## src/rtl/stopwatch_lap.sv

```systemverilog
// MM:SS stopwatch core with a prescaler, start/stop/clear control and a lap-capture FIFO.
// Define STOPWATCH_COUNTDOWN_EN to add load/countdown ports and the DONE state.
module stopwatch_lap #(
  parameter int TICKS_PER_SEC = 100000000,
  parameter int MIN_WIDTH     = 8,
  parameter int LAP_DEPTH     = 4
) (
  input  logic                             clk,
  input  logic                             rst,
  input  logic                             start,
  input  logic                             stop,
  input  logic                             clear,
  input  logic                             lap,
  output logic [MIN_WIDTH-1:0]             minutes,
  output logic [5:0]                       seconds,
  output logic [1:0]                       status,
  output logic                             rollover,
  output logic                             lap_valid,
  output logic [MIN_WIDTH+5:0]             lap_data,
  input  logic                             lap_ready,
  output logic [$clog2(LAP_DEPTH+1)-1:0]   lap_count,
`ifdef STOPWATCH_COUNTDOWN_EN
  input  logic                             mode_down,
  input  logic                             load,
  input  logic [MIN_WIDTH-1:0]             load_min,
  input  logic [5:0]                       load_sec,
  output logic                             done,
`endif
  output logic                             lap_overflow
);

  localparam int PW = (TICKS_PER_SEC > 1) ? $clog2(TICKS_PER_SEC) : 1;
  localparam int AW = $clog2(LAP_DEPTH);
  localparam int CW = $clog2(LAP_DEPTH + 1);
  localparam int DW = MIN_WIDTH + 6;

  typedef enum logic [1:0] {
    ST_IDLE  = 2'b00,
    ST_RUN   = 2'b01,
    ST_PAUSE = 2'b10,
    ST_DONE  = 2'b11
  } state_e;

  state_e                state_q, state_d;
  logic [PW-1:0]         presc_q, presc_d;
  logic [MIN_WIDTH-1:0]  min_q, min_d;
  logic [5:0]            sec_q, sec_d;
  logic                  rollover_q, rollover_d;
  logic                  ovf_q, ovf_d;
  logic [AW-1:0]         wr_ptr_q, wr_ptr_d, rd_ptr_q, rd_ptr_d, rd_inc;
  logic [CW-1:0]         count_q, count_d;
  logic [DW-1:0]         head_q, head_d;
  logic [DW-1:0]         mem [LAP_DEPTH];
  logic [DW-1:0]         push_data;
  logic                  tick, push, pop, lap_req;
`ifdef STOPWATCH_COUNTDOWN_EN
  logic                  mode_q, mode_d;
  logic                  done_q, done_d;
`endif

  assign push_data = {min_q, sec_q};
  assign rd_inc    = rd_ptr_q + AW'(1);
  assign lap_req   = lap && ((state_q == ST_RUN) || (state_q == ST_PAUSE));
  assign pop       = (count_q != '0) && lap_ready;
  assign push      = lap_req && ((count_q != CW'(LAP_DEPTH)) || pop);

  // NOTE: every signal driven here gets a default first so no latch is inferred.
  always_comb begin
    state_d    = state_q;
    presc_d    = presc_q;
    min_d      = min_q;
    sec_d      = sec_q;
    rollover_d = 1'b0;
    ovf_d      = ovf_q;
    wr_ptr_d   = wr_ptr_q;
    rd_ptr_d   = rd_ptr_q;
    count_d    = count_q;
    head_d     = head_q;
    tick       = 1'b0;
`ifdef STOPWATCH_COUNTDOWN_EN
    mode_d     = mode_q;
    done_d     = 1'b0;
`endif

    if (clear) begin
      state_d  = ST_IDLE;
      presc_d  = '0;
      min_d    = '0;
      sec_d    = '0;
      ovf_d    = 1'b0;
      wr_ptr_d = '0;
      rd_ptr_d = '0;
      count_d  = '0;
      head_d   = '0;
    end else begin
      unique case (state_q)
        ST_IDLE: begin
`ifdef STOPWATCH_COUNTDOWN_EN
          if (load) begin
            min_d = load_min;
            sec_d = (load_sec > 6'd59) ? 6'd59 : load_sec;
          end
          if (start && !stop && !(mode_down && min_q == '0 && sec_q == '0)) begin
            state_d = ST_RUN;
            presc_d = '0;
            mode_d  = mode_down;
          end
`else
          if (start && !stop) begin
            state_d = ST_RUN;
            presc_d = '0;
          end
`endif
        end
        ST_RUN: begin
          if (stop) begin
            state_d = ST_PAUSE;
          end else if (presc_q == PW'(TICKS_PER_SEC - 1)) begin
            presc_d = '0;
            tick    = 1'b1;
          end else begin
            presc_d = presc_q + PW'(1);
          end
        end
        ST_PAUSE: if (start && !stop) state_d = ST_RUN;
        ST_DONE:  ;
        default:  state_d = ST_IDLE;
      endcase

      if (tick) begin
`ifdef STOPWATCH_COUNTDOWN_EN
        if (mode_q) begin
          if (sec_q == 6'd0) begin
            sec_d = 6'd59;
            min_d = min_q - MIN_WIDTH'(1);
          end else begin
            sec_d = sec_q - 6'd1;
          end
          // Reaching 0:00 latches DONE; ticks stop because DONE never advances.
          if (min_q == '0 && sec_q == 6'd1) begin
            state_d = ST_DONE;
            done_d  = 1'b1;
          end
        end else
`endif
        if (sec_q == 6'd59) begin
          sec_d = 6'd0;
          if (min_q == '1) begin
            min_d      = '0;
            rollover_d = 1'b1;
          end else begin
            min_d = min_q + MIN_WIDTH'(1);
          end
        end else begin
          sec_d = sec_q + 6'd1;
        end
      end

      if (lap_req && !push) ovf_d = 1'b1;
      if (push) wr_ptr_d = wr_ptr_q + AW'(1);
      if (pop)  rd_ptr_d = rd_inc;
      unique case ({push, pop})
        2'b10:   count_d = count_q + CW'(1);
        2'b01:   count_d = count_q - CW'(1);
        default: count_d = count_q;
      endcase
      // Head register tracks what the FIFO head will be after this edge.
      if (pop)                  head_d = (count_q == CW'(1)) ? push_data : mem[rd_inc];
      else if (count_q == '0)   head_d = push_data;
    end
  end

  always_ff @(posedge clk) begin
    if (rst) begin
      state_q    <= ST_IDLE;
      presc_q    <= '0;
      min_q      <= '0;
      sec_q      <= '0;
      rollover_q <= 1'b0;
      ovf_q      <= 1'b0;
      wr_ptr_q   <= '0;
      rd_ptr_q   <= '0;
      count_q    <= '0;
      head_q     <= '0;
`ifdef STOPWATCH_COUNTDOWN_EN
      mode_q     <= 1'b0;
      done_q     <= 1'b0;
`endif
    end else begin
      // NOTE: sequential state uses non-blocking assignments only.
      state_q    <= state_d;
      presc_q    <= presc_d;
      min_q      <= min_d;
      sec_q      <= sec_d;
      rollover_q <= rollover_d;
      ovf_q      <= ovf_d;
      wr_ptr_q   <= wr_ptr_d;
      rd_ptr_q   <= rd_ptr_d;
      count_q    <= count_d;
      head_q     <= head_d;
`ifdef STOPWATCH_COUNTDOWN_EN
      mode_q     <= mode_d;
      done_q     <= done_d;
`endif
    end
  end

  // NOTE: FIFO storage is not reset; count/pointers alone define which entries are valid.
  always_ff @(posedge clk) begin
    if (!rst && !clear && push) mem[wr_ptr_q] <= push_data;
  end

  assign minutes      = min_q;
  assign seconds      = sec_q;
  assign status       = state_q;
  assign rollover     = rollover_q;
  assign lap_valid    = (count_q != '0);
  assign lap_data     = head_q;
  assign lap_count    = count_q;
  assign lap_overflow = ovf_q;
`ifdef STOPWATCH_COUNTDOWN_EN
  assign done         = done_q;
`endif

endmodule

```

## config.mk

```make
export PLATFORM = sky130hd
export DESIGN_NAME = stopwatch_lap
export DESIGN_NICKNAME = d
export VERILOG_FILES = /design/src/rtl/stopwatch_lap.sv
export SDC_FILE = /design/constraint.sdc
export NUM_CORES = 1
export LEC_CHECK = 0
export ABC_AREA = 0
export ABC_CLOCK_PERIOD_IN_PS = 3150
export BUFFER_PORTS_ARGS = -buffer_cell sky130_fd_sc_hd__buf_2
export CAP_MARGIN = 5
export CORE_ASPECT_RATIO = 1.4
export CORE_MARGIN = 1
export CORE_UTILIZATION = 55
export DETAILED_ROUTE_END_ITERATION = 12
export GPL_TIMING_DRIVEN = 0
export HOLD_SLACK_MARGIN = 0.08
export MAX_ROUTING_LAYER = met4
export PLACE_DENSITY = 0.74
export SYNTH_ARGS = -nofsm -noshare
export SYNTH_HDL_FRONTEND = slang
export SYNTH_SLANG_ARGS = --single-unit
export TNS_END_PERCENT = 1
```

## constraint.sdc

```tcl
create_clock -name clk -period 3.15 [get_ports clk]
set_clock_uncertainty 0.2 [all_clocks]
set_input_delay 0.315 -clock clk [delete_from_list [all_inputs] [get_ports clk]]
set_output_delay 0.315 -clock clk [all_outputs]
set_load 0.005 [all_outputs]
```

==> flow_summary.json, run 1 <==
{
  "hold_start": "rst",
  "cp_data_arrival_time_ns": 2.50,
  "end_kind": "register",
  "ys_types": 57,
  "vias_per_cell": 5.78,
  "final_hold_viol_count": 0,
  "fin_nets": 565,
  "fin_ws_ns": 0.490,
  "setup-violations-final": 0,
  "clock_latency_ns": 0.41,
  "drv_slew": 0,
  "finalInstanceArea_um2": 6530,
  "ys_seq_area_share_pct": 54.4,
  "power_density_nw_per_um2": 576,
  "synth.avg_cell_area_um2": 11.5,
  "initial_core_util_pct": 57.4,
  "critPathKind": "register to register",
  "cp_max_fo": 14,
  "ys_async_sr_fraction_pct": 0,
  "antennaDiodeCount": 0,
  "synthFlopType": "dfxtp_1",
  "syn-cell-area_um2": 5520,
  "timing.rr.start": "lap_count[0]$_SDFFE_PP0P_",
  "crit_start": "lap_count[0]$_SDFFE_PP0P_",
  "min_period_over_period_pct": 84.5,
  "relSlewSlack_pct": 45.3,
  "syn2layout_area_growth_pct": 18.3,
  "synth_warnings": 0,
  "die_h_um": 121,
  "hp-class": "input port to register",
  "use_met1_pct": 27.0,
  "netlist_instances": 480,
  "dpl_cell_area_um2": 5900,
  "synth_edf_count": 56,
  "cts.htree.levels": 4,
  "drc": 0,
  "grt-busiest-layer": "met2",
  "cts_sinks": 122,
  "cts_root_buffer": "clkbuf_16",
  "cts_tree": "built",
  "totalWireLength_um": 11500,
  "outcome": "finished clean",
  "worstPathRequired_ns": 2.99,
  "clock.fmax_mhz": 376,
  "grt_max_degree": 17,
  "holdWs_ns": 0.148,
  "drt-initial-drc-count": 273,
  "coreArea_um2": 9620,
  "antenna_found_initial": 0,
  "grt_pass1_wl_um": 18700,
  "ys_ff_latch": 122,
  "hpwl_um": 7750,
  "num_vias": 3968,
  "rows": 42,
  "grt_use_total_pct": 24.6,
  "avgRoutedWirePerCell_um": 16.7,
  "fin_tns_setup_ns": 0,
  "period_needed_ns": 2.66,
  "cap_violations": 0,
  "grt_pass1_vias": 3880,
  "fp.dieW_um": 86.7,
  "power.leakage_nw": 2.48,
  "clkSlewWorstSetupHoldPaths_ns": 0.06,
  "grtUsageMet3_pct": 5.73,
  "drtAntennaViolNets": 0,
  "worst_pin_slew_ns": 0.820,
  "ios": 43,
  "layout-drive-gt1-share_pct": 19.5,
  "startpoint_type": "register",
  "firstDrtPassIters": 5,
  "place_ws_ns": 0.502,
  "numPortBuffers": 42,
  "grt.overflow.total": 0,
  "clockBufferDepth": 2,
  "peakVddDrop_mv": 0.376,
  "gp_congestion": 0.842,
  "synth_fp_nets": 503,
  "cts_buffers": 17,
  "die-area_um2": 10400,
  "rsz0062_at_grt": "no",
  "grt_use_met2_pct": 42.4
}
-- cells in the final DEF (no fill, tap or decap), drive strengths merged, types with 16 or more instances in the layout --
cell type,instances
nor2,66
dfxtp,66
edfxtp,56
buf,48
clkbuf,32
nand3,21
mux2i,20
nand2,19
a21oi,19
xnor2,19
ha,16
inv,16
-- power by group --
part           total (W)  internal [W]  switching, W
registers        0.00165       0.00165    0.00000395
logic          0.0000890     0.0000319     0.0000571
clock network    0.00202       0.00132      0.000699
-- metrics by stage --
stage | std cells | power [W] | utilization [%]
final | 687 | 0.00376 | 67.9
after global routing | 687 | 0.00387 | 67.9
after CTS | 687 | 0.00380 | 67.9
after detailed placement | 654 | 0.00177 | 61.3
after global placement | 654 | 0.00177 | 61.3
after floorplan | 480 | 0.00174 | -
-- metal layers --
metal / share of wire, % / vias to the layer above
met2: 54 / 106
met3: 4.0 / 18
met5: 0 / -
li1: - / 1910
met4: 1.7 / 0
met1: 41 / 1934
-- layout make-up --
class | instances | area (µm²)
timing repair buffer | 43 | 220
clock inverter | 15 | 199
multi-input combinational | 323 | 2350
buffer | 21 | 118
inverter | 14 | 52.6
sequential | 122 | 3000
tap | 132 | 165
fill | 729 | 3090
clock buffer | 17 | 425
-- path summary, 6_finish.rpt --
check | end | slack (ns) | cells past startpoint
max | mem[1][5]$_DFFE_PP_ | 0.49 | 5
min | status[0]$_SDFFE_PP0P_ | 0.15 | 4
max reg2reg | mem[1][5]$_DFFE_PP_ | 0.49 | 5
min reg2reg | lap_overflow$_SDFFE_PP0P_ | 0.27 | 2
-- worst max-delay path, cell delays in order (launching register included) --
cell and delay, ns:
dfxtp_1 0.40, inv_1 0.08, ha_1 0.21, and3b_1 0.19
nor2_1 0.41, and3_1 0.79
-- repair_timing --
item,in CTS,in global routing
gates resized for setup,0,0
hold buffers,1,0
endpoints found under the hold margin,1,0
buffers inserted,0,0
-- Yosys cell counts, drive strengths merged (6+ instances only) --
library cell | instances | area share (%)
a211oi | 15 | 2.0
a21oi | 19 | 1.7
a31oi | 8 | 0.91
and3 | 9 | 1.0
buf | 6 | 0.57
clkbuf | 15 | 1.6
dfxtp | 66 | 24
edfxtp | 56 | 30
ha | 16 | 3.6
inv | 14 | 0.95
mux2i | 20 | 3.6
mux4 | 14 | 5.7
nand2 | 19 | 1.3
nand3 | 21 | 2.4
nand4 | 14 | 1.6
nor2 | 66 | 4.5
nor3 | 6 | 0.54
nor4 | 8 | 1.2
o21ai | 13 | 1.2
or3 | 7 | 0.86
xnor2 | 19 | 3.0
-- logic make-up (layout without fill, tap and decap cells) --
kind of cell             count (synthesis)  after routing  synth area share, %
adder cells (fa/ha/maj)                 16             16                 3.63
multiplexers                            34             34                 9.34
XOR/XNOR                                24             24                 3.81
AO/OA/AOI/OAI                           65             65                 7.32
AND/OR/NAND/NOR                        184            184                 18.4
buffers and inverters                   35            110                 3.08
flip-flops                             122            122                 54.4
-- flip-flops by register name, indices dropped and copies added, names as in the netlist --
name,count
rollover,1
lap_overflow,1
minutes,8
rd_ptr_q,2
wr_ptr_q,2
mem,56
presc_q,27
lap_data,14
seconds,6
lap_count,3
status,2
Power figures use the tool's default switching activity.
==> run 2, diff against run 1 <==
- ABC_CLOCK_PERIOD_IN_PS: 3150 -> 2250
- CORE_UTILIZATION: 55 -> 54
- PLACE_DENSITY: 0.74 -> 0.76
- clock period: 3.15 -> 2.25 ns (I/O delays scaled with it)
==> run 2 against run 1 <==
Sequential cell count unchanged. Utilization down 1.0 points. Clock power up 25%. Non-clock buffer count up 4. Sequential share of layout area down 0.52 points. Via count up 0.28%. Combinational power up 57%. Critical path depth up 2. First-iteration DRC count down 12%. Global-route usage down 0.40 points. Total power up 32%. Critical path type unchanged.
==> flow_summary.json, run 2 (synthesis gave the netlist of run 1 again) <==
{
  "outcome": "finished clean",
  "final_hold_viol_count": 0,
  "rsz0062_at_grt": "yes",
  "fin_ws_ns": 0.0562,
  "hp-class": "input port to register",
  "fp.dieW_um": 87.5,
  "startpoint_type": "register",
  "drc": 0,
  "fin_nets": 569,
  "initial_core_util_pct": 55.8,
  "drv_slew": 0,
  "fin_tns_setup_ns": 0,
  "rows": 43,
  "num_vias": 3979,
  "cap_violations": 0,
  "largest_register": "mem",
  "power_switching_w": 0.00107,
  "die_h_um": 122,
  "peakVddDrop_mv": 0.527,
  "setup-violations-final": 0,
  "place_ws_ns": -0.269,
  "largest_reg_flops": 56,
  "p_sw_share_pct": 21.5,
  "route.met3.wl_um": 366,
  "clockBufferDepth": 2,
  "grt_use_total_pct": 24.2,
  "vias_per_cell": 5.73,
  "relSlewSlack_pct": 54.3,
  "grt_max_degree": 17,
  "cts_sinks": 122,
  "firstDrtPassIters": 4,
  "grt_pass1_vias": 3923,
  "end_kind": "register",
  "power.leakage_nw": 2.49,
  "critical_path.slowest_cell": "nor4_1",
  "layout_commonest_cell": "nor2_1",
  "path_cells": "inv_1 -> ha_1 -> mux2i_4 -> nand4b_2 -> nor4_1 -> xnor2_1 -> nor2_1",
  "min_period_over_period_pct": 97.5,
  "finalInstanceArea_um2": 6620,
  "drt-initial-drc-count": 239,
  "totalWireLength_um": 11600,
  "antennaDiodeCount": 0,
  "pwr-share-clk_pct": 50.8,
  "fillCellCount": 775,
  "seqPwrFrac_pct": 46.4,
  "hpwl_um": 7850,
  "critPathKind": "register to register",
  "dpl.cell_count": 657,
  "clock.fmax_mhz": 456,
  "power_frac_comb_pct": 2.8,
  "cpPeakStageDelay_ns": 0.43,
  "worstPathRequired_ns": 2.35,
  "p_int_w": 0.00391,
  "finalNonFillerCells": 694,
  "final_cell_mix": "nor2_1, dfxtp_1, edfxtp_1, buf_2",
  "cts_tree": "built",
  "clock_latency_ns": 0.40,
  "antenna_found_initial": 0,
  "coreArea_um2": 9900,
  "cp_max_fo": 5,
  "syn2layout_area_growth_pct": 19.9,
  "cp_data_arrival_time_ns": 2.29,
  "drtAntennaViolNets": 0,
  "cts_root_buffer": "clkbuf_16",
  "power_density_nw_per_um2": 753,
  "grt_pass1_wl_um": 18700,
  "holdWs_ns": 0.108,
  "dr_wl_met2_um": 6420,
  "period_needed_ns": 2.19,
  "grt.overflow.total": 0,
  "numPortBuffers": 42,
  "clkSlewWorstSetupHoldPaths_ns": 0.05,
  "cts_buffers": 17,
  "layout-drive-gt1-share_pct": 24.9,
  "top_layer": "met4",
  "avgRoutedWirePerCell_um": 16.7,
  "wl_met1_um": 4660,
  "dpl_cell_area_um2": 5900,
  "cts.htree.levels": 4,
  "worst_pin_slew_ns": 0.685,
  "gp_congestion": 0.862,
  "die-area_um2": 10600,
  "ios": 43
}
## run 2: changes by cell type in the layout (fill, tap and decap cells not counted), sizes merged
cell         previous run  this run
clkbuf                 32        31
clkinvlp                3         4
buf                    48        51
dlygate4sd3             1         4
clkinv                  6         7
bufinv                  4         1
## run 2: power groups by stage
stage | clock network [W] | registers [W] | logic [W]
floorplan | 0 | 0.00236 | 0.0000808
global placement | 0 | 0.00236 | 0.000119
detailed placement | 0 | 0.00236 | 0.000123
CTS | 0.00257 | 0.00231 | 0.000131
global route | 0.00267 | 0.00232 | 0.000152
finish | 0.00253 | 0.00232 | 0.000140
## run 2: layout make-up
| cell class | count | area, µm² | share of cell area, % |
|---|---|---|---|
| plain buffers | 19 | 119 | 1.80 |
| clock buffers | 18 | 439 | 6.64 |
| clock inverters | 14 | 124 | 1.87 |
| inverters | 14 | 52.6 | 0.794 |
| multi-input cells | 323 | 2430 | 36.8 |
| flip-flops and latches | 122 | 3010 | 45.5 |
| well taps | 135 | 169 | 2.55 |
| repair buffers | 49 | 273 | 4.12 |
## run 2: routing by layer
metal	GRT usage, %	up-vias
li1	-	1910
met1	27.1	1960
met2	40.9	96
met3	6.03	13
met4	9.84	0
met5	-	-
## run 2: per-stage QoR
stage | power (W) | utilization (%)
final | 0.00498 | 66.9
after global placement | 0.00248 | 59.6
after global routing | 0.00514 | 66.9
after floorplan | 0.00244 | -
after detailed placement | 0.00248 | 59.6
after CTS | 0.00502 | 65.9
## run 2: timing repair
action                                 4_1_cts  5_1_grt
endpoints found under the hold margin        3        1
resized for setup                           13       17
hold buffers                                 3        1
setup endpoints to repair                   93       44
buffers inserted                             0        3
pin swaps                                    0        1
## run 2: final timing paths
| kind | start | end | slack (ns) | depth (start not counted) |
|---|---|---|---|---|
| setup reg to reg | status[0]$_SDFFE_PP0P_ | presc_q[23]$_SDFFE_PP0P_ | 0.06 | 7 |
| hold / removal | stop | presc_q[0]$_SDFFE_PP0P_ | 0.11 | 4 |
| hold reg to reg | lap_overflow$_SDFFE_PP0P_ | lap_overflow$_SDFFE_PP0P_ | 0.26 | 2 |
| setup / recovery | status[0]$_SDFFE_PP0P_ | presc_q[23]$_SDFFE_PP0P_ | 0.06 | 7 |
## run 2: critical path, delay by kind of cell, from the launching register on
family | cells | cell delay [ns]
muxes | 1 | 0.22
and+or+nand+nor | 3 | 0.80
xor gates and xnor gates | 1 | 0.17
DFF | 1 | 0.37
adders and majority gates | 1 | 0.26
buffers and inverters | 1 | 0.07
==> run 3, diff against run 2 <==
- ABC_AREA: 0 -> not set
- CELL_PAD_IN_SITES_DETAIL_PLACEMENT: not set -> 1
- CELL_PAD_IN_SITES_GLOBAL_PLACEMENT: not set -> 1
- CORE_UTILIZATION: 54 -> 43
- PLACE_DENSITY: 0.76 -> not set
- PLACE_DENSITY_LB_ADDON: not set -> 0.1
==> run 3 against run 2 <==
Critical endpoint is now presc_q[24]$_SDFFE_PP0P_. The flow now finishes with violations (DRC). Combinational power hardly changed. Critical path type unchanged. Largest cell class unchanged. Total power is 5.5% higher. Highest routed layer unchanged. Sequential cell count unchanged. Worst hold slack gained 0.010 ns. Maximum frequency is 0.79% higher.
==> flow_summary.json, run 3 (synthesis gave the netlist of run 1 again) <==
{
  "drtAntennaViolNets": 0,
  "antennaDiodeCount": 0,
  "cts_sinks": 122,
  "p_sw_share_pct": 21.8,
  "grt_max_degree": 17,
  "firstDrtPassIters": 8,
  "hpwl_um": 9110,
  "hp-class": "input port to register",
  "dpl_cell_area_um2": 5920,
  "rsz0062_at_grt": "yes",
  "cts_tree": "built",
  "largest_reg_flops": 56,
  "fin_nets": 573,
  "clkSlewWorstSetupHoldPaths_ns": 0.06,
  "cap_violations": 0,
  "worstHoldPathCells": 4,
  "period_needed_ns": 2.18,
  "die-area_um2": 13300,
  "min_period_over_period_pct": 96.7,
  "fin_tns_setup_ns": 0,
  "finalNonFillerCells": 713,
  "critical_path.slowest_cell": "dfxtp_2",
  "cts_buffers": 17,
  "drc": 13,
  "power.leakage_nw": 2.54,
  "power_switching_w": 0.00115,
  "vias_per_cell": 5.64,
  "fin_ws_ns": 0.0733,
  "worstPathRequired_ns": 2.35,
  "rows": 48,
  "dpl.cell_count": 672,
  "antenna_found_initial": 0,
  "relSlewSlack_pct": 63.0,
  "fp.dieW_um": 97.8,
  "p_int_w": 0.00411,
  "cts_root_buffer": "clkbuf_16",
  "seqPwrFrac_pct": 44.0,
  "final_hold_viol_count": 0,
  "cp_max_fo": 10,
  "drv_slew": 0,
  "rrSetupSlack_ns": 0.07,
  "grt_pass1_vias": 4198,
  "final_cell_mix": "nor2_1, dfxtp_1, edfxtp_1, buf_2",
  "numPortBuffers": 42,
  "avgRoutedWirePerCell_um": 18.5,
  "grt_pass1_wl_um": 21600,
  "num_vias": 4019,
  "layout-drive-gt1-share_pct": 27.2,
  "drt-initial-drc-count": 168,
  "layout_commonest_cell": "nor2_1",
  "ios": 43,
  "die_h_um": 136,
  "power_frac_comb_pct": 2.6,
  "peakVddDrop_mv": 0.472,
  "initial_core_util_pct": 44.4,
  "startpoint_type": "register",
  "cp_data_arrival_time_ns": 2.27,
  "failed_checks": "DRC",
  "cts.htree.levels": 4,
  "critPathKind": "register to register",
  "outcome": "finished, violations left",
  "pwr-share-clk_pct": 53.4,
  "clock.fmax_mhz": 459,
  "finalInstanceArea_um2": 6730,
  "path_cells": "inv_1 -> ha_1 -> mux2i_2 -> or2_2 -> clkbuf_2 -> o21ai_2 -> buf_4 -> nor2_1",
  "end_kind": "register",
  "coreArea_um2": 12400,
  "totalWireLength_um": 13200,
  "power_density_nw_per_um2": 781,
  "clockBufferDepth": 2,
  "place_ws_ns": -0.308,
  "largest_register": "mem",
  "cpPeakStageDelay_ns": 0.36,
  "worst_pin_slew_ns": 0.550,
  "grt_use_total_pct": 21.7,
  "grt.overflow.total": 0,
  "fillCellCount": 1334,
  "clock_latency_ns": 0.41,
  "setup-violations-final": 0,
  "syn2layout_area_growth_pct": 21.9,
  "gp_congestion": 0.794,
  "reg2reg_depth": 8
}
[run 3: cell types whose count changed in the layout (fill, tap and decap cells not counted), sizes merged]
cell / change
bufinv: +1
inv: +3
clkinvlp: -1
clkinv: -4
buf: +3
clkbuf: +2
[run 3: metrics by stage]
stage	hold WS (ns)	power, W	utilization, %
detailed placement	0.279	0.00249	47.6
finish	0.118	0.00526	54.1
global route	0.154	0.00540	54.1
CTS	0.0801	0.00530	53.3
floorplan	0.176	0.00244	-
global placement	0.253	0.00248	47.6
[run 3: path summary, 6_finish.rpt]
path | start | endpoint
setup reg to reg | status[0]$_SDFFE_PP0P_ | presc_q[24]$_SDFFE_PP0P_
hold / removal | stop | presc_q[0]$_SDFFE_PP0P_
setup / recovery | status[0]$_SDFFE_PP0P_ | presc_q[24]$_SDFFE_PP0P_
hold reg to reg | lap_overflow$_SDFFE_PP0P_ | lap_overflow$_SDFFE_PP0P_
[run 3: per-layer routing]
metal,part of all wire (%),track usage (%)
met1,40,23.6
met2,57,39.9
met3,2.0,3.60
met4,0.96,7.41
met5,0,-
[run 3: cell type report]
cell class,instances,area (µm²),share of cell area (%)
clock buffers,19,464,6.90
repair buffers,52,295,4.39
well taps,150,188,2.79
plain buffers,20,130,1.93
flip-flops and latches,122,3020,44.9
inverters,14,52.6,0.781
multi-input cells,323,2430,36.0
clock inverters,13,155,2.31
[run 3: power by group through the flow]
stage,sequential (W),combinational (W),clock (W)
2_1_floorplan,0.00236,0.0000808,0
3_3_place_gp,0.00236,0.000124,0
3_5_place_dp,0.00236,0.000127,0
4_1_cts,0.00231,0.000138,0.00285
5_1_grt,0.00231,0.000154,0.00294
6_report,0.00231,0.000139,0.00281
[run 3: repair_timing]
item | in CTS | in global routing
hold buffers | 3 | 1
setup endpoints to repair | 101 | 93
hold endpoints to repair | 2 | 2
buffers inserted | 0 | 6
gates resized for setup | 22 | 22
pin swaps | 1 | 4
[run 3: worst max-delay path, delay by kind of cell, from the launching register on]
family                   cells  cell delay [ns]
buffers and inverters        3             0.46
flip-flops                   1             0.36
AND/OR/NAND/NOR              2             0.36
adder cells (fa/ha/maj)      1             0.24
multiplexers                 1             0.22
AO/OA/AOI/OAI                1             0.21
